**src/rtl/i2s_pkg.sv**
```systemverilog
// Shared types and helpers for the I2S frame-collecting loopback FIFO.
package i2s_pkg;

    typedef enum logic {
        IDLE    = 1'b0,
        COLLECT = 1'b1
    } asm_state_e;

    localparam int unsigned MAX_CHANNELS = 8;

    // Channel-select width; a single-channel build still needs one bit.
    function automatic int unsigned sel_w(input int unsigned n);
        return (n > 1) ? $clog2(n) : 1;
    endfunction

    function automatic int unsigned frame_w(input int unsigned dw, input int unsigned ch);
        return dw * ch;
    endfunction

endpackage

```
**src/rtl/i2s_loop_fifo_if.sv**
```systemverilog
// Sample-in / frame-out bundle of the I2S loopback FIFO.
// drop_cnt is present only when I2S_LOOP_DROP_CNT_EN is defined.
interface i2s_loop_fifo_if #(
    parameter int unsigned DATA_WIDTH = 8,
    parameter int unsigned CHANNELS   = 2,
    parameter int unsigned DEPTH      = 4
);
    import i2s_pkg::*;

    localparam int unsigned CH_W   = sel_w(CHANNELS);
    localparam int unsigned ADDR_W = $clog2(DEPTH);

    logic [DATA_WIDTH-1:0]          data;
    logic                           in_vld;
    logic [CH_W-1:0]                in_ch;
    logic [CHANNELS*DATA_WIDTH-1:0] frame;
    logic                           out_vld;
    logic                           out_rdy;
    logic [ADDR_W:0]                level;
    logic                           overflow;
    logic                           ovf_clr;
    logic                           sync_err;
`ifdef I2S_LOOP_DROP_CNT_EN
    logic [15:0]                    drop_cnt;

    modport master (output data, in_vld, in_ch, out_rdy, ovf_clr,
                    input  frame, out_vld, level, overflow, sync_err, drop_cnt);
    modport slave  (input  data, in_vld, in_ch, out_rdy, ovf_clr,
                    output frame, out_vld, level, overflow, sync_err, drop_cnt);
`else
    modport master (output data, in_vld, in_ch, out_rdy, ovf_clr,
                    input  frame, out_vld, level, overflow, sync_err);
    modport slave  (input  data, in_vld, in_ch, out_rdy, ovf_clr,
                    output frame, out_vld, level, overflow, sync_err);
`endif
endinterface

```
**src/rtl/i2s_frame_fifo.sv**
```systemverilog
// Synchronous frame FIFO with registered head output and fill level.
module i2s_frame_fifo #(
    parameter int unsigned WIDTH  = 16,
    parameter int unsigned DEPTH  = 4,
    localparam int unsigned ADDR_W = $clog2(DEPTH)
) (
    input  logic              clk,
    input  logic              rst,
    input  logic              push,
    input  logic [WIDTH-1:0]  wdata,
    input  logic              pop_rdy,
    output logic [WIDTH-1:0]  rdata,
    output logic              vld,
    output logic [ADDR_W:0]   level,
    output logic              full_c
);
    localparam int unsigned CNT_W = ADDR_W + 1;

    logic [WIDTH-1:0]  mem [DEPTH];
    logic [CNT_W-1:0]  wr_cnt_q, wr_cnt_d, rd_cnt_q, rd_cnt_d, level_q, level_d;
    logic [WIDTH-1:0]  rdata_q, rdata_d;
    logic              vld_q, vld_d;
    logic              pop_c, push_en_c;
    logic [ADDR_W-1:0] wr_ptr_c, rd_ptr_d;

    assign full_c    = (level_q == CNT_W'(DEPTH));
    assign pop_c     = vld_q & pop_rdy;
    assign push_en_c = push & (~full_c | pop_c);
    assign wr_ptr_c  = wr_cnt_q[ADDR_W-1:0];

    // Next head is prefetched; the only write that can land on it is the one
    // entering an otherwise empty FIFO, so forward wdata in that case.
    always_comb begin
        wr_cnt_d = wr_cnt_q + CNT_W'(push_en_c);
        rd_cnt_d = rd_cnt_q + CNT_W'(pop_c);
        level_d  = wr_cnt_d - rd_cnt_d;
        vld_d    = (level_d != '0);
        rd_ptr_d = rd_cnt_d[ADDR_W-1:0];
        rdata_d  = '0;
        if (vld_d) begin
            rdata_d = (push_en_c && (wr_ptr_c == rd_ptr_d)) ? wdata : mem[rd_ptr_d];
        end
    end

    always_ff @(posedge clk) begin
        if (push_en_c) begin
            mem[wr_ptr_c] <= wdata;
        end
    end

    always_ff @(posedge clk or posedge rst) begin
        if (rst) begin
            wr_cnt_q <= '0;
            rd_cnt_q <= '0;
            level_q  <= '0;
            rdata_q  <= '0;
            vld_q    <= 1'b0;
        end else begin
            wr_cnt_q <= wr_cnt_d;
            rd_cnt_q <= rd_cnt_d;
            level_q  <= level_d;
            rdata_q  <= rdata_d;
            vld_q    <= vld_d;
        end
    end

    assign rdata = rdata_q;
    assign vld   = vld_q;
    assign level = level_q;

endmodule

```
**src/rtl/i2s_loop_fifo.sv**
```systemverilog
// Assembles in-order I2S channel samples into frames and buffers them in a FIFO.
// Optional drop/sync-error counter enabled by defining I2S_LOOP_DROP_CNT_EN.
module i2s_loop_fifo
    import i2s_pkg::*;
#(
    parameter int unsigned DATA_WIDTH = 8,
    parameter int unsigned CHANNELS   = 2,
    parameter int unsigned DEPTH      = 4
) (
    input  logic            sck,
    input  logic            rst,
    i2s_loop_fifo_if.slave  bus
);
    localparam int unsigned CH_W = sel_w(CHANNELS);
    localparam int unsigned FW   = frame_w(DATA_WIDTH, CHANNELS);
    localparam logic [CH_W-1:0] LAST_CH = CH_W'(CHANNELS - 1);

    asm_state_e      state_q, state_d;
    logic [CH_W-1:0] exp_ch_q, exp_ch_d;
    logic [FW-1:0]   asm_q, asm_d, ins_c;
    logic            sync_err_q, sync_err_d;
    logic            overflow_q, overflow_d;
    logic            push_c, full_c, drop_c;

    // ins_c is the held frame with the incoming sample dropped into its slot.
    always_comb begin
        ins_c = asm_q;
        for (int unsigned k = 0; k < CHANNELS; k++) begin
            if (bus.in_ch == CH_W'(k)) begin
                ins_c[k*DATA_WIDTH +: DATA_WIDTH] = bus.data;
            end
        end
    end

    always_comb begin
        state_d    = state_q;
        exp_ch_d   = exp_ch_q;
        asm_d      = asm_q;
        push_c     = 1'b0;
        sync_err_d = 1'b0;
        if (bus.in_vld) begin
            case (state_q)
                IDLE: begin
                    if (bus.in_ch == '0) begin
                        asm_d = ins_c;
                        if (CHANNELS == 1) begin
                            push_c = 1'b1;
                        end else begin
                            state_d  = COLLECT;
                            exp_ch_d = CH_W'(1);
                        end
                    end else begin
                        sync_err_d = 1'b1;
                    end
                end
                COLLECT: begin
                    if (bus.in_ch == exp_ch_q) begin
                        asm_d = ins_c;
                        if (bus.in_ch == LAST_CH) begin
                            push_c   = 1'b1;
                            state_d  = IDLE;
                            exp_ch_d = '0;
                        end else begin
                            exp_ch_d = exp_ch_q + CH_W'(1);
                        end
                    end else begin
                        // Out of order: a channel-0 sample restarts the frame.
                        sync_err_d = 1'b1;
                        if (bus.in_ch == '0) begin
                            asm_d    = ins_c;
                            exp_ch_d = CH_W'(1);
                        end else begin
                            state_d  = IDLE;
                            exp_ch_d = '0;
                        end
                    end
                end
                default: state_d = IDLE;
            endcase
        end
    end

    assign drop_c     = push_c & full_c & ~(bus.out_vld & bus.out_rdy);
    assign overflow_d = drop_c | (overflow_q & ~bus.ovf_clr);

    always_ff @(posedge sck or posedge rst) begin
        if (rst) begin
            state_q    <= IDLE;
            exp_ch_q   <= '0;
            asm_q      <= '0;
            sync_err_q <= 1'b0;
            overflow_q <= 1'b0;
        end else begin
            state_q    <= state_d;
            exp_ch_q   <= exp_ch_d;
            asm_q      <= asm_d;
            sync_err_q <= sync_err_d;
            overflow_q <= overflow_d;
        end
    end

    assign bus.sync_err = sync_err_q;
    assign bus.overflow = overflow_q;

    i2s_frame_fifo #(
        .WIDTH (FW),
        .DEPTH (DEPTH)
    ) u_fifo (
        .clk     (sck),
        .rst     (rst),
        .push    (push_c),
        .wdata   (ins_c),
        .pop_rdy (bus.out_rdy),
        .rdata   (bus.frame),
        .vld     (bus.out_vld),
        .level   (bus.level),
        .full_c  (full_c)
    );

`ifdef I2S_LOOP_DROP_CNT_EN
    logic [15:0] drop_cnt_q, drop_cnt_d, cnt_base_c;

    // Clear takes effect first so an event in the clearing cycle still counts.
    always_comb begin
        cnt_base_c = bus.ovf_clr ? 16'd0 : drop_cnt_q;
        drop_cnt_d = cnt_base_c;
        if ((drop_c | sync_err_d) && (cnt_base_c != 16'hFFFF)) begin
            drop_cnt_d = cnt_base_c + 16'd1;
        end
    end

    always_ff @(posedge sck or posedge rst) begin
        if (rst) begin
            drop_cnt_q <= '0;
        end else begin
            drop_cnt_q <= drop_cnt_d;
        end
    end

    assign bus.drop_cnt = drop_cnt_q;
`endif

endmodule

```
**src/flat_wrapper.sv**
```systemverilog
// flat-port wrapper written by rule: the top's interface ports become plain ports
module i2s_loop_fifo_flat import i2s_pkg::*;
#(
    parameter int unsigned DATA_WIDTH = 8,
    parameter int unsigned CHANNELS   = 2,
    parameter int unsigned DEPTH      = 4
)
  (sck, rst, bus_data, bus_in_vld, bus_in_ch, bus_out_rdy, bus_ovf_clr, bus_frame, bus_out_vld, bus_level, bus_overflow, bus_sync_err);
  i2s_loop_fifo_if #(.DATA_WIDTH(DATA_WIDTH), .CHANNELS(CHANNELS), .DEPTH(DEPTH)) bus_i ();
  input  logic sck;
  input  logic rst;
  input wire logic [$bits(bus_i.data)-1:0] bus_data;
  input wire logic [$bits(bus_i.in_vld)-1:0] bus_in_vld;
  input wire logic [$bits(bus_i.in_ch)-1:0] bus_in_ch;
  input wire logic [$bits(bus_i.out_rdy)-1:0] bus_out_rdy;
  input wire logic [$bits(bus_i.ovf_clr)-1:0] bus_ovf_clr;
  output wire logic [$bits(bus_i.frame)-1:0] bus_frame;
  output wire logic [$bits(bus_i.out_vld)-1:0] bus_out_vld;
  output wire logic [$bits(bus_i.level)-1:0] bus_level;
  output wire logic [$bits(bus_i.overflow)-1:0] bus_overflow;
  output wire logic [$bits(bus_i.sync_err)-1:0] bus_sync_err;
  assign bus_i.data = bus_data;
  assign bus_i.in_vld = bus_in_vld;
  assign bus_i.in_ch = bus_in_ch;
  assign bus_i.out_rdy = bus_out_rdy;
  assign bus_i.ovf_clr = bus_ovf_clr;
  assign bus_frame = bus_i.frame;
  assign bus_out_vld = bus_i.out_vld;
  assign bus_level = bus_i.level;
  assign bus_overflow = bus_i.overflow;
  assign bus_sync_err = bus_i.sync_err;
  i2s_loop_fifo #(.DATA_WIDTH(DATA_WIDTH), .CHANNELS(CHANNELS), .DEPTH(DEPTH)) u_core (.sck(sck), .rst(rst), .bus(bus_i));
endmodule
```
**config.mk**
```make
export PLATFORM = sky130hd
export DESIGN_NAME = i2s_loop_fifo_flat
export DESIGN_NICKNAME = d
export VERILOG_FILES = /design/src/rtl/i2s_pkg.sv /design/src/rtl/i2s_loop_fifo_if.sv /design/src/rtl/i2s_frame_fifo.sv /design/src/rtl/i2s_loop_fifo.sv /design/src/flat_wrapper.sv
export SDC_FILE = /design/constraint.sdc
export NUM_CORES = 1
export LEC_CHECK = 0
export CAP_MARGIN = 10
export CORE_ASPECT_RATIO = 1.5
export CORE_UTILIZATION = 25
export CTS_CLUSTER_SIZE = 12
export DETAILED_ROUTE_END_ITERATION = 7
export GPL_ROUTABILITY_DRIVEN = 0
export GPL_TIMING_DRIVEN = 1
export HOLD_SLACK_MARGIN = 0.08
export SYNTH_ARGS = -nofsm -noshare
export SYNTH_HDL_FRONTEND = slang
export SYNTH_SLANG_ARGS = --single-unit
```
**constraint.sdc**
```tcl
create_clock -name sck -period 4 [get_ports sck]
set_input_delay 1 -clock sck [delete_from_list [all_inputs] [get_ports sck]]
set_output_delay 1 -clock sck [all_outputs]
set_load 0.01 [all_outputs]
```
==> results of run 1 <==
[state kept, by name (all words and copies together) (netlist names)]
| name | flops |
|---|---|
| u_core.u_fifo.mem | 64 |
| u_core.asm_q | 16 |
| u_core.u_fifo.rdata | 16 |
| u_core.u_fifo.level | 3 |
| u_core.u_fifo.rd_cnt_q | 3 |
| u_core.u_fifo.wr_cnt_q | 3 |
| u_core.bus.overflow | 1 |
| u_core.bus.sync_err | 1 |
| u_core.exp_ch_q | 1 |
| u_core.state_q | 1 |
| u_core.u_fifo.vld | 1 |
[critical path, stage by stage]
cell and delay [ns]:
clkdlybuf4s50_1 0.43, ha_1 0.20, nand3_1 0.17, a31o_2 0.16
inv_2 0.04, ha_1 0.18, ha_1 0.29, inv_1 0.06
fa_1 0.41, xnor3_1 0.39, and3_1 0.23, buf_12 0.17
a21oi_1 0.13
[layout by cell type, fill, tap and decap left out, drive strengths merged, types with 3 or more instances in the layout]
cell type,Yosys,final
a21oi,17,17
buf,11,12
clkbuf,4,11
clkdlybuf4s50,0,35
clkinvlp,0,3
dfrtp,46,46
edfxtp,64,64
ha,7,7
inv,12,12
mux2,33,33
mux4,16,16
nand2,5,5
nand3,18,18
o21ai,17,17
[per-stage QoR]
step                      power, W  std cells  cell area, sq um
final                     0.004201        531              5478
after detailed placement  0.003319        515              5152
after global routing      0.004453        531              5478
after CTS                 0.004275        531              5478
after global placement    0.003250        515              5152
after floorplan           0.002761        270              4516
[final cells by class]
cell class | instances | area, sq um
Clock buffer | 11 | 242.7
Fill cell | 1679 | 12020
Inverter | 12 | 45.04
Clock inverter | 5 | 82.58
Multi-Input combinational cell | 133 | 1315
Tap cell | 213 | 266.5
Sequential cell | 110 | 3073
Timing Repair Buffer | 47 | 452.9
[worst max-delay path by stage]
stage                     slack [ns]                       to  depth (start not counted)
final                           0.40   u_core.u_fifo.rdata[0]                         13
after global placement          0.15   u_core.u_fifo.rdata[5]                         13
after CTS                       0.39   u_core.u_fifo.rdata[0]                         13
after global routing            0.26   u_core.u_fifo.rdata[0]                         13
after floorplan                 0.40  u_core.u_fifo.rdata[10]                         14
after detailed placement        0.03   u_core.u_fifo.rdata[0]                         13
[power groups by stage]
stage / clock network (W) / logic, W / registers, W
floorplan: 0 / 0.00113 / 0.00163
global placement: 0 / 0.00164 / 0.00161
detailed placement: 0 / 0.00169 / 0.00162
CTS: 0.000974 / 0.00170 / 0.00160
global route: 0.00101 / 0.00182 / 0.00162
finish: 0.000947 / 0.00166 / 0.00160
[routing by layer]
metal	vias to the layer above	track usage [%]	wire, um
met4	0	5.875	332
li1	1098	-	-
met1	1253	10.92	3428
met3	19	2.620	381
met2	59	19.63	5105
met5	-	0	0
[kinds of logic (layout without fill, tap and decap cells)]
logic type / count (synthesis) / after routing / share of synthesized area (%)
flops: 110 / 110 / 68.05
mux: 49 / 49 / 16.21
compound gates: 38 / 38 / 5.154
simple gates: 33 / 33 / 3.713
buf+inv: 27 / 75 / 3.048
fa+ha+maj: 8 / 8 / 2.383
xor+xnor: 5 / 5 / 1.441
==> impl_results.md, run 1 <==
- Die Y: about 170 um
- Top post-synthesis cells by count: 64 x edfxtp_1, 46 x dfrtp_1, 33 x mux2_2
- Starting DRT DRC Count: between 100 and 150
- Detailed Place HPWL: 6.145 mm
- Final worst slack: just under 0.4 ns
- Post-Route Setup TNS: 0 ns
- Inserted Clock Buffers: 9
- RSZ-0062 raised after global routing: no
- Max Fclk: 277.6 MHz
- Max_cap viols: 0
- Die ar.: about 19000 sq um
- Run status: finished, violations left
- Path depth of the worst reg2reg path: 12
- Core area: ~17000 sq um
- Min Hold Slack: roughly 0.47 ns
- Worst slack, placed: between 0.02 and 0.03 ns
- Critical path required time: between 4 and 5 ns
- Synth Cell Area: 4516 sq um
- Critical path startpoint category: input pin
- Root Buffer: clkbuf_16
- Inserted Diodes: 0
- Post-layout min period: 3.603 ns
- Post-DRT Antenna Nets: 0
- Hold path start: u_core.u_fifo.rd_cnt_q[2]
- I/O Buffers: 35
- Pwr dens: between 700 and 800 nW/um^2
- Initial core utilization: 25.81%
- Synth Net Count: 292
- Final setup vio count: 0
- Critical R2R Launch: u_core.exp_ch_q
- Avg Vias per Cell: approximately 4.6
- Crit path max fanout: 17
- Total global-route track usage: 10.67%
- Skew-Pair Late Insertion Delay: approximately 0.34 ns
- Most common cell in the netlist: edfxtp_1
- Slew @ Worst Pin: a little under 1 ns
- Pins over their slew limit: 0
- Hold Path Class: flip-flop to flip-flop
- Rows: 59
- Final Util: between 30% and 40%
- CTS Buffer Depth: 2
- Critical Path Sink Type: flip-flop
- Peak supply drop: between 0.0002 and 0.0003 V
- First drt pass iteration count: 6
- Total setup buffers inserted after CTS: 0
- Synth Flop Type: edfxtp_1
- Pin count of the biggest net entering global routing: 47
- Routed WL per cell: around 17 um
- CTS tree: built
- First-pass GRT wire length: 14.63 mm
- RR Endpoint: u_core.u_fifo.rdata[0]
- Post-synthesis sequential area ratio: around 68%
- Clock Sinks: 110
- Post-layout nets: 335
- Number of synthesized flops with an enable pin: 64
- Reg2Reg Setup Slack: 1.11 ns
- Final Skew: 0.008449 ns
- Htree depth: 3
- Unique masters post-synth: 35
- Crit path launch: bus_in_ch
- Total number of vias: 2429
- Vias in the first global route: roughly 2600
- Yosys top cell by area: edfxtp_1
- Share of layout cells above drive strength 1: 28.93%
- Ports: 36
- Initial antenna violation count: 0
- FF+latch count, synth: 110
- Post_cts resized: 0
- Avg Synthesized Cell Area: approximately 17 sq um
- P_sw: ~0.0014 W
- Failing checks: DRC
- Remaining global-route overflow: 0
- Ys async rst share: roughly two fifths
- WHS Endpoint: u_core.u_fifo.rd_cnt_q[2]
- Logic pwr share: between 30% and 40%
- Tcrit/Tclk final: 90.07%
- Share of the synthesized area in the top cell type: 42.56%
- Final hold vios: 0
- LEAKAGE: between 1.5 and 2 nW
- Sequential share of power: a little under two fifths
- Critical Path AT: just under 4 ns
- Cell internal pwr: between 0.002 and 0.003 W
- Crit Path Class: input pin to flip-flop
- Clock network power share: between 20% and 30%
- Slew margin rel.: between 30 and 40%
- Min-Delay Path Depth: 1
- Sw Ratio: 32.22%
- Mapped Cells: 270
- Clock-pin transition on the worst setup and hold timing paths: 0.07 ns
- Yosys Warn Count: 0
- Largest cells by area after synthesis: edfxtp_1 43%, dfrtp_1 25%, mux2_2 8.2%
- Total length of routed wires: 9.246 mm
- Die Wd: about 110 um
- Area growth, synth to finish: 21.31%
- Drc violations: 3
- Cts hold-fix bufs: 0
Note: power is estimated with default switching activity, not from simulation.
==> inputs of run 2 (changes only) <==
CORE_MARGIN = 1.5   (was not set)
==> run 2 against run 1 <==
Net effect: the run now ends clean; total power shrank 1.7%; worst setup slack got worse by 0.045 ns; wire length up 1.0%; critical path depth unchanged; global-route usage shrank 0.18 points; register-to-register slack worse by 0.06 ns; final cell count increased by 1.1%; core utilization is 0.60 points lower; via count about the same; sequential share of layout area increased by 0.14 points; largest cell class unchanged; highest routed layer unchanged.
==> impl_results.md, run 2 (same netlist as run 1, synthesis figures left out) <==
- Rows: 60
- Most common cell after layout, fill and taps aside: edfxtp_1
- Post-Route Setup TNS: 0 ns
- Die Wd: between 100 and 150 um
- Slew margin rel.: roughly two thirds
- CP delay by family, top: adder cells
- Buf/Inv on CP: 4
- Critical path startpoint category: input pin
- Fillers: around 1700
- CP most frequent cell: ha_1
- Slew @ Worst Pin: between 0.5 and 0.6 ns
- Avg Vias per Cell: between 4 and 5
- Area growth, synth to finish: 21.00%
- Inserted Clock Buffers: 9
- Post-layout nets: roughly 340
- Inserted Diodes: 0
- Hold Path Class: flip-flop to flip-flop
- LEAKAGE: about 2.0 nW
- Dpl cell area: between 5000 and 6000 sq um
- Drc violations: 0
- Core area: ~18000 sq um
- Largest Register: u_core.u_fifo.mem
- Final hold vios: 0
- Max_cap viols: 0
- Detailed Place HPWL: between 6 and 7 mm
- CTS tree: built
- Path depth of the worst reg2reg path: 12
- Min-Delay Path Depth: 1
- Hold path start: u_core.u_fifo.rd_cnt_q[2]
- Htree depth: 3
- Final setup vio count: 0
- Levels on crit path: 13
- Reg2Reg Setup Slack: 1.05 ns
- Worst slack, placed: between 0.006 and 0.007 ns
- Final Instance Area: about 5500 sq um
- Total number of vias: 2430
- Critical path required time: 4.26 ns
- Area of the multi-input gates: 1315 sq um
- Clock Sinks: 110
- First-pass GRT wire length: ~15 mm
- Clock-pin transition on the worst setup and hold timing paths: about 0.070 ns
- Cts hold-fix bufs: 0
- Skew-Pair Late Insertion Delay: 0.34 ns
- Total length of routed wires: slightly above 9 mm
- Critical R2R Launch: u_core.exp_ch_q
- Die Y: ~170 um
- Most frequent cells in the layout: 64 x edfxtp_1, 46 x dfrtp_1, 35 x clkdlybuf4s50_1
- I/O Buffers: 35
- Critical Path AT: 3.91 ns
- Initial core utilization: 25.38%
- First drt pass iteration count: 4
- Pwr dens: 756.1 nW/um^2
- Ports: 36
- Pin count of the biggest net entering global routing: 32
- Max incr delay on CP: 0.44 ns
- Final worst slack: ~0.35 ns
- Total Power: a little over 0.004 W
- Largest register FFs: 64
- Remaining global-route overflow: 0
- Post_cts resized: 0
- RR Endpoint: u_core.u_fifo.rdata[5]
- Critical Path, Cell by Cell: clkdlybuf4s50_1 -> ha_1 -> nand3_1 -> a31o_2 -> inv_2 -> ha_1 -> ha_1 -> inv_1 -> fa_1 -> xnor3_1 -> and3_1 -> buf_12 -> a21oi_1
- Post-DRT Antenna Nets: 0
- Critical Path Sink Type: flip-flop
- Initial antenna violation count: 0
- Register area: just over 3000 sq um
- Total global-route track usage: between 10% and 20%
- Vias in the first global route: around 2600
- Slowest CP cell: fa_1
- RSZ-0062 raised after global routing: no
- Crit path max fanout: 17
- Final Util: between 30 and 40%
- Share of layout cells above drive strength 1: between 20 and 30%
- Peak supply drop: roughly 0.00034 V
- Die ar.: 18890 sq um
- Final Skew: approximately 0.0067 ns
- Total setup buffers inserted after CTS: 0
- Starting DRT DRC Count: ~170
- Pins over their slew limit: 0
- Post-layout min period: 3.648 ns
- Run status: finished clean
- Crit Path Class: input pin to flip-flop
- CTS Buffer Depth: 2
- Tcrit/Tclk final: 91.19%
- Max Fclk: 274.2 MHz
- Routed WL per cell: ~17 um
- Root Buffer: clkbuf_16
- WHS Endpoint: u_core.u_fifo.rd_cnt_q[2]
## run 2: cell count changes in the layout (fill, tap and decap cells not counted)
cell,delta
clkinv_2,+2
bufinv_16,-1
clkbuf_8,-1
buf_4,+2
## run 2: worst max path at each step
stage	from	end	slack, ns
floorplan	bus_in_ch	u_core.u_fifo.rdata[10]	0.40
global placement	bus_in_ch	u_core.u_fifo.rdata[5]	0.15
detailed placement	bus_in_ch	u_core.u_fifo.rdata[5]	0.006
CTS	bus_in_ch	u_core.u_fifo.rdata[5]	0.36
global route	bus_in_ch	u_core.u_fifo.rdata[2]	0.17
finish	bus_in_ch	u_core.u_fifo.rdata[5]	0.35
## run 2: metal layers
layer | track usage, % | routed length (um) | part of all wire (%)
met1 | 10.84 | 3500 | 37
met2 | 19.22 | 5088 | 54
met3 | 2.208 | 376 | 4.0
met4 | 6.329 | 373 | 4.0
met5 | 0 | 0 | 0
## run 2: through the flow
stage / std cells / hold slack (ns)
CTS: 537 / 0.4961
detailed placement: 521 / 0.4854
finish: 537 / 0.4888
global placement: 521 / 0.4688
floorplan: 270 / 0.4399
global route: 537 / 0.5132
## run 2: worst register-to-register path, cell delays in order, from the launching register on
cell and delay, ns:
dfrtp_1 0.40, ha_1 0.18, nand3_1 0.16, a31o_2 0.16
inv_2 0.04, ha_1 0.20, ha_1 0.31, inv_1 0.06
fa_1 0.44, xnor3_1 0.39, and3_1 0.23, buf_12 0.17
a21oi_1 0.14
## run 2: layout make-up
class                           count  area share [%]
Sequential cell                   110           56.24
Multi-Input combinational cell    133           24.07
Timing Repair Buffer               49           8.564
Tap cell                          217           4.969
Clock buffer                       10           4.191
Clock inverter                      6           1.145
Inverter                           12          0.8244
## run 2: report_power, final
part	switching (W)	total, W	leakage, nW	internal, W
registers	0.000125	0.00160	1.13	0.00148
logic	0.000861	0.00166	0.702	0.000803
clock network	0.000379	0.000862	0.134	0.000483
total	0.00136	0.00413	1.96	0.00277
==> edit 1 (config.mk and constraints of run 2) <==
`DATA_WIDTH` is set to 8 in 3 places; all go to 6.
--- a/src/rtl/i2s_loop_fifo_if.sv
+++ b/src/rtl/i2s_loop_fifo_if.sv
@@ -2,5 +2,5 @@
 // drop_cnt is present only when I2S_LOOP_DROP_CNT_EN is defined.
 interface i2s_loop_fifo_if #(
-    parameter int unsigned DATA_WIDTH = 8,
+    parameter int unsigned DATA_WIDTH = 6,
     parameter int unsigned CHANNELS   = 2,
     parameter int unsigned DEPTH      = 4
--- a/src/rtl/i2s_loop_fifo.sv
+++ b/src/rtl/i2s_loop_fifo.sv
@@ -4,5 +4,5 @@
     import i2s_pkg::*;
 #(
-    parameter int unsigned DATA_WIDTH = 8,
+    parameter int unsigned DATA_WIDTH = 6,
     parameter int unsigned CHANNELS   = 2,
     parameter int unsigned DEPTH      = 4
--- a/src/flat_wrapper.sv
+++ b/src/flat_wrapper.sv
@@ -2,5 +2,5 @@
 module i2s_loop_fifo_flat import i2s_pkg::*;
 #(
-    parameter int unsigned DATA_WIDTH = 8,
+    parameter int unsigned DATA_WIDTH = 6,
     parameter int unsigned CHANNELS   = 2,
     parameter int unsigned DEPTH      = 4
Ports: changed (resized bus_data and bus_frame); port bits go from 36 to 30. The function was not compared with the original's and may differ.
==> edit 1 against run 2 <==
  * Sequential cell count down 24
  * Synthesized area is 21% lower
  * Clock power down 7.4%
  * Count of clock-buffer cells in the layout unchanged
  * Total power shrank 20%
  * Global-route usage decreased by 0.38 points
  * Synthesized cell count fell by 19%
  * Wire length decreased by 28%
  * Utilization is 0.49 points higher
  * Register-to-register slack better by 70 ps
  * Final area fell by 20%
  * Setup slack better by 48 ps
  * Critical path type unchanged
  * Largest cell class unchanged
==> edit 1: results (changes against run 2) <==
{| class="wikitable"
! Metric !! Value
|-
| Routed wire length || 6699 um (-28%)
|-
| Share of flip-flops with an asynchronous set or reset || 44.19% (+2.4 points)
|-
| Register containing the most flip-flops in the final layout || u_core.u_fifo.mem
|-
| Routed length on met3 || 377 um (+0.27%)
|-
| Detail Route met2 WL || 3507 um (-31%)
|-
| Number of iterations in the first detailed-routing pass || 4 (unchanged)
|-
| Cell with the biggest individual delay on the critical path || sky130_fd_sc_hd__clkdlybuf4s50_1
|-
| Leak || 1.608 nW (-18%)
|-
| Post-synth EDFFs || 48 (-25%)
|-
| Routed via count || 1,910 (-21%)
|-
| Worst path top cell family by delay || adder cells
|-
| Capture instance of the worst register-to-register path || u_core.u_fifo.rdata[11]
|-
| Net Count, Synth || 238 (-18%)
|-
| Largest vdd supply drop || 0.0003458 V (+1.4%)
|-
| Clock network fraction of design power || 24.2% (+3.3 points)
|-
| GRT met1 Usage || 11.01% (+0.17 points)
|-
| Global-route met2 utilization || 17.14% (-2.1 points)
|-
| Tot GR Track Use || 10.11% (-0.38 points)
|-
| Total half-perimeter wirelength after legalization and detailed placement || 4618 um (-28%)
|-
| Fin nets || 277 (-18%)
|-
| Proportion of total power due to net switching || 31.83% (-1.2 points)
|-
| R2r setup slk || 1120 ps (+70 ps)
|-
| Initial antenna violation count || 0 (unchanged)
|-
| Top cells by area, synth || sky130_fd_sc_hd__edfxtp_1 41%, sky130_fd_sc_hd__dfrtp_1 27%, sky130_fd_sc_hd__mux2_2 7.6%
|-
| Power consumption || 0.003294 W (-20%)
|-
| CP Capture Point || u_core.u_fifo.rdata[11]
|-
| Critical path data arrival time || 3820 ps (-90 ps)
|-
| Detailed-route wire length on metal 1 || 2641 um (-25%)
|-
| WHS Path Cells || 1 (unchanged)
|-
| Port Buffer Count || 29 (-17%)
|-
| Endpoint with the worst hold slack || u_core.u_fifo.rd_cnt_q[2]
|-
| Global-route wire length before repair || 11,030 um (-24%)
|-
| Post-synthesis sequential area ratio || 67.35% (-0.70 points)
|-
| Count of cell types in the netlist || 33 (-5.7%)
|-
| Worst Path Max Fanout || 13 (-4)
|-
| Number of flip-flops under the largest register name || 48 (-25%)
|-
| Vias in the first global route || 2,112 (-20%)
|-
| Share of post-route cells with drive strength above 1 || 27.48% (-1.9 points)
|-
| Largest net degree at the start of global routing || 39 (+22%)
|-
| Combinational group share of total power || 38.2% (-2.1 points)
|-
| Detailed Route Iter0 Violations || 52 (-70%)
|-
| Run status || complete, no violations
|-
| List of most frequent post-synthesis cells || 48 x sky130_fd_sc_hd__edfxtp_1, 38 x sky130_fd_sc_hd__dfrtp_1, 24 x sky130_fd_sc_hd__mux2_2
|-
| Max H-tree Level || 3 (unchanged)
|-
| Worst clock skew || 3.281 ps (-3.445 ps)
|-
| Worst rel slew slack || 53.86% (-11 points)
|-
| Global-route track usage on met3 || 3.468% (+1.3 points)
|-
| Depth of the worst register-to-register path || 11 (-1)
|}
==> edit 1: stage by stage <==
step                instance area, sq um  instances  setup WS, ps  hold slack (ps)
floorplan                           3552        218         555.0            439.9
global placement                    4064        411         175.3            471.7
detailed placement                  4064        411         50.18            487.3
CTS                                 4345        427         387.0            495.7
global route                        4345        427         236.0            501.2
finish                              4345        427         400.0            483.6
==> edit 1: logic make-up after synthesis <==
kind of cell,share of synthesized area [%]
mux,15.22
xor+xnor,1.832
buf+inv,2.853
compound gates,5.566
flops,67.35
fa+ha+maj,3.029
simple gates,4.157
==> edit 1: layout make-up <==
| cell class | count | area, sq um |
|---|---|---|
| clock inverters | 6 | 52.55 |
| well taps | 165 | 206.4 |
| fillers | 1369 | 9580 |
| clock buffers | 10 | 229.0 |
| flip-flops and latches | 86 | 2392 |
| multi-input cells | 109 | 1059 |
| inverters | 13 | 48.80 |
| repair buffers | 38 | 357.8 |
==> edit 2 (settings of run 2) <==
Without the edit above. Take the reset off `rdata_q` and load it in a clocked block of its own.
--- a/src/rtl/i2s_frame_fifo.sv
+++ b/src/rtl/i2s_frame_fifo.sv
@@ -54,5 +54,4 @@
             rd_cnt_q <= '0;
             level_q  <= '0;
-            rdata_q  <= '0;
             vld_q    <= 1'b0;
         end else begin
@@ -60,7 +59,10 @@
             rd_cnt_q <= rd_cnt_d;
             level_q  <= level_d;
-            rdata_q  <= rdata_d;
             vld_q    <= vld_d;
         end
+    end
+
+    always_ff @(posedge clk) begin
+        rdata_q <= rdata_d;
     end
 
Function: differs if rst is asserted again (counterexample within 4 cycles, from zero or initial values and one cycle with rst high); with rst held inactive, the same outputs for 10 cycles.
==> edit 2 against run 2 <==
  * Sequential share of layout area shrank 0.34 points
  * Hold slack lost 13 ps
  * Total power shrank 1.7%
  * Sequential power is essentially flat
  * Cell count shrank 1.7%
  * Clock power shrank 2%
  * Setup slack gained 130 ps
  * Wire length shrank 1.7%
  * Final area shrank 2.0%
  * Highest routed layer unchanged
  * Non-clock buffer count is the same
  * Sequential cell count is the same
  * Synthesized area shrank 2.7%
==> edit 2: results (changes against run 2) <==
{| class="wikitable"
! Metric !! Value
|-
| Net Count, Synth || 286 (-2.1%)
|-
| Capture instance of the worst register-to-register path || u_core.u_fifo.rdata[1]
|-
| Worst clock skew || 6.298 ps (-0.4281 ps)
|-
| Share of flip-flops with an asynchronous set or reset || 27.27% (-15 points)
|-
| Share of post-route cells with drive strength above 1 || 26.67% (-2.7 points)
|-
| Place WS || 110.0 ps (+103.5 ps)
|-
| Post-route fraction of the period consumed by the critical path || 87.89% (-3.3 points)
|-
| Delay of the slowest cell on the worst path || 440 ps (about the same)
|-
| WHS Path Cells || 1 (unchanged)
|-
| HP Start || u_core.u_fifo.rd_cnt_q[2]
|-
| List of most frequent post-synthesis cells || 64 x sky130_fd_sc_hd__edfxtp_1, 30 x sky130_fd_sc_hd__dfrtp_1, 25 x sky130_fd_sc_hd__mux2_2
|-
| Cell count after placement || 512 (-1.7%)
|-
| Leak || 1.896 nW (-3.4%)
|-
| Total half-perimeter wirelength after legalization and detailed placement || 6020 um (-6.5%)
|-
| Vias in the first global route || 2,640 (+0.49%)
|-
| Critical path data arrival time || 3750 ps (-160 ps)
|-
| Fin nets || 331 (-1.8%)
|-
| Tot GR Track Use || 10.65% (+0.15 points)
|-
| Routed via count || 2,373 (-2.3%)
|-
| Cell with the biggest individual delay on the critical path || sky130_fd_sc_hd__clkdlybuf4s50_1
|-
| Maximum clock path buffer count || 2 (unchanged)
|-
| Final-layout worst hold slack || 476.2 ps (-12.60 ps)
|-
| Top cells by area, synth || sky130_fd_sc_hd__edfxtp_1 44%, sky130_fd_sc_hd__dfrtp_1 17%, sky130_fd_sc_hd__mux4_2 8.2%
|-
| Number of flip-flops under the largest register name || 64 (unchanged)
|-
| Largest net degree at the start of global routing || 31 (-3.1%)
|-
| Instance area at placement || 5066 sq um (-2.1%)
|-
| Detailed-route vias per instance || 4.494 (-0.68%)
|-
| R2r setup slk || 1220 ps (+170 ps)
|-
| Global-route wire length before repair || 14,640 um (+0.23%)
|-
| Worst rel slew slack || 58.73% (-6.2 points)
|-
| Kind of critical path || input port to flop
|-
| Detailed Route Iter0 Violations || 120 (-30%)
|-
| WL/cell || 17.39 um (about the same)
|-
| Average footprint of a synthesized cell || 16.57 sq um (-0.91%)
|-
| Run status || complete, no violations
|-
| Largest vdd supply drop || 0.0005255 V (+54%)
|-
| Worst path top cell family by delay || adder cells
|-
| Initial antenna violation count || 0 (unchanged)
|-
| Post-synthesis sequential area ratio || 68.15% (+0.096 points)
|}
-- edit 2: routing by layer --
| metal | vias to the layer above | part of all wire, % | global-route usage [%] | routed length (um) |
|---|---|---|---|---|
| li1 | 1089 | - | - | - |
| met3 | 16 | 4.2 | 2.080 | 387 |
| met4 | 0 | 2.2 | 5.006 | 204 |
| met5 | - | 0 | 0 | 0 |
| met2 | 51 | 52 | 19.02 | 4814 |
| met1 | 1217 | 41 | 12.31 | 3776 |
-- edit 2: layout make-up --
| cell class | count | area (sq um) |
|---|---|---|
| Clock buffer | 13 | 270.3 |
| Multi-Input combinational cell | 130 | 1289 |
| Sequential cell | 110 | 2993 |
| Timing Repair Buffer | 49 | 480.5 |
| Tap cell | 213 | 266.5 |
| Clock inverter | 3 | 17.52 |
| Fill cell | 1731 | 11920 |
| Inverter | 10 | 37.54 |
-- edit 2: cell families (layout without fill, tap and decap cells) --
| logic type | after synthesis | count (layout) | synth area share [%] |
|---|---|---|---|
| AO/OA/AOI/OAI | 36 | 36 | 5.043 |
| XOR/XNOR | 5 | 5 | 1.482 |
| AND/OR/NAND/NOR | 33 | 33 | 3.789 |
| flip-flops | 110 | 110 | 68.15 |
| adder cells (fa/ha/maj) | 7 | 7 | 2.165 |
| multiplexers | 49 | 49 | 16.64 |
| buffers and inverters | 25 | 75 | 2.735 |
-- edit 2: power breakdown --
group / leakage [nW] / internal (W) / total [W] / switching [W]
logic: 0.686 / 0.000788 / 0.00162 / 0.000833
clock network: 0.142 / 0.000471 / 0.000847 / 0.000375
registers: 1.07 / 0.00148 / 0.00160 / 0.000118
total: 1.90 / 0.00274 / 0.00406 / 0.00133
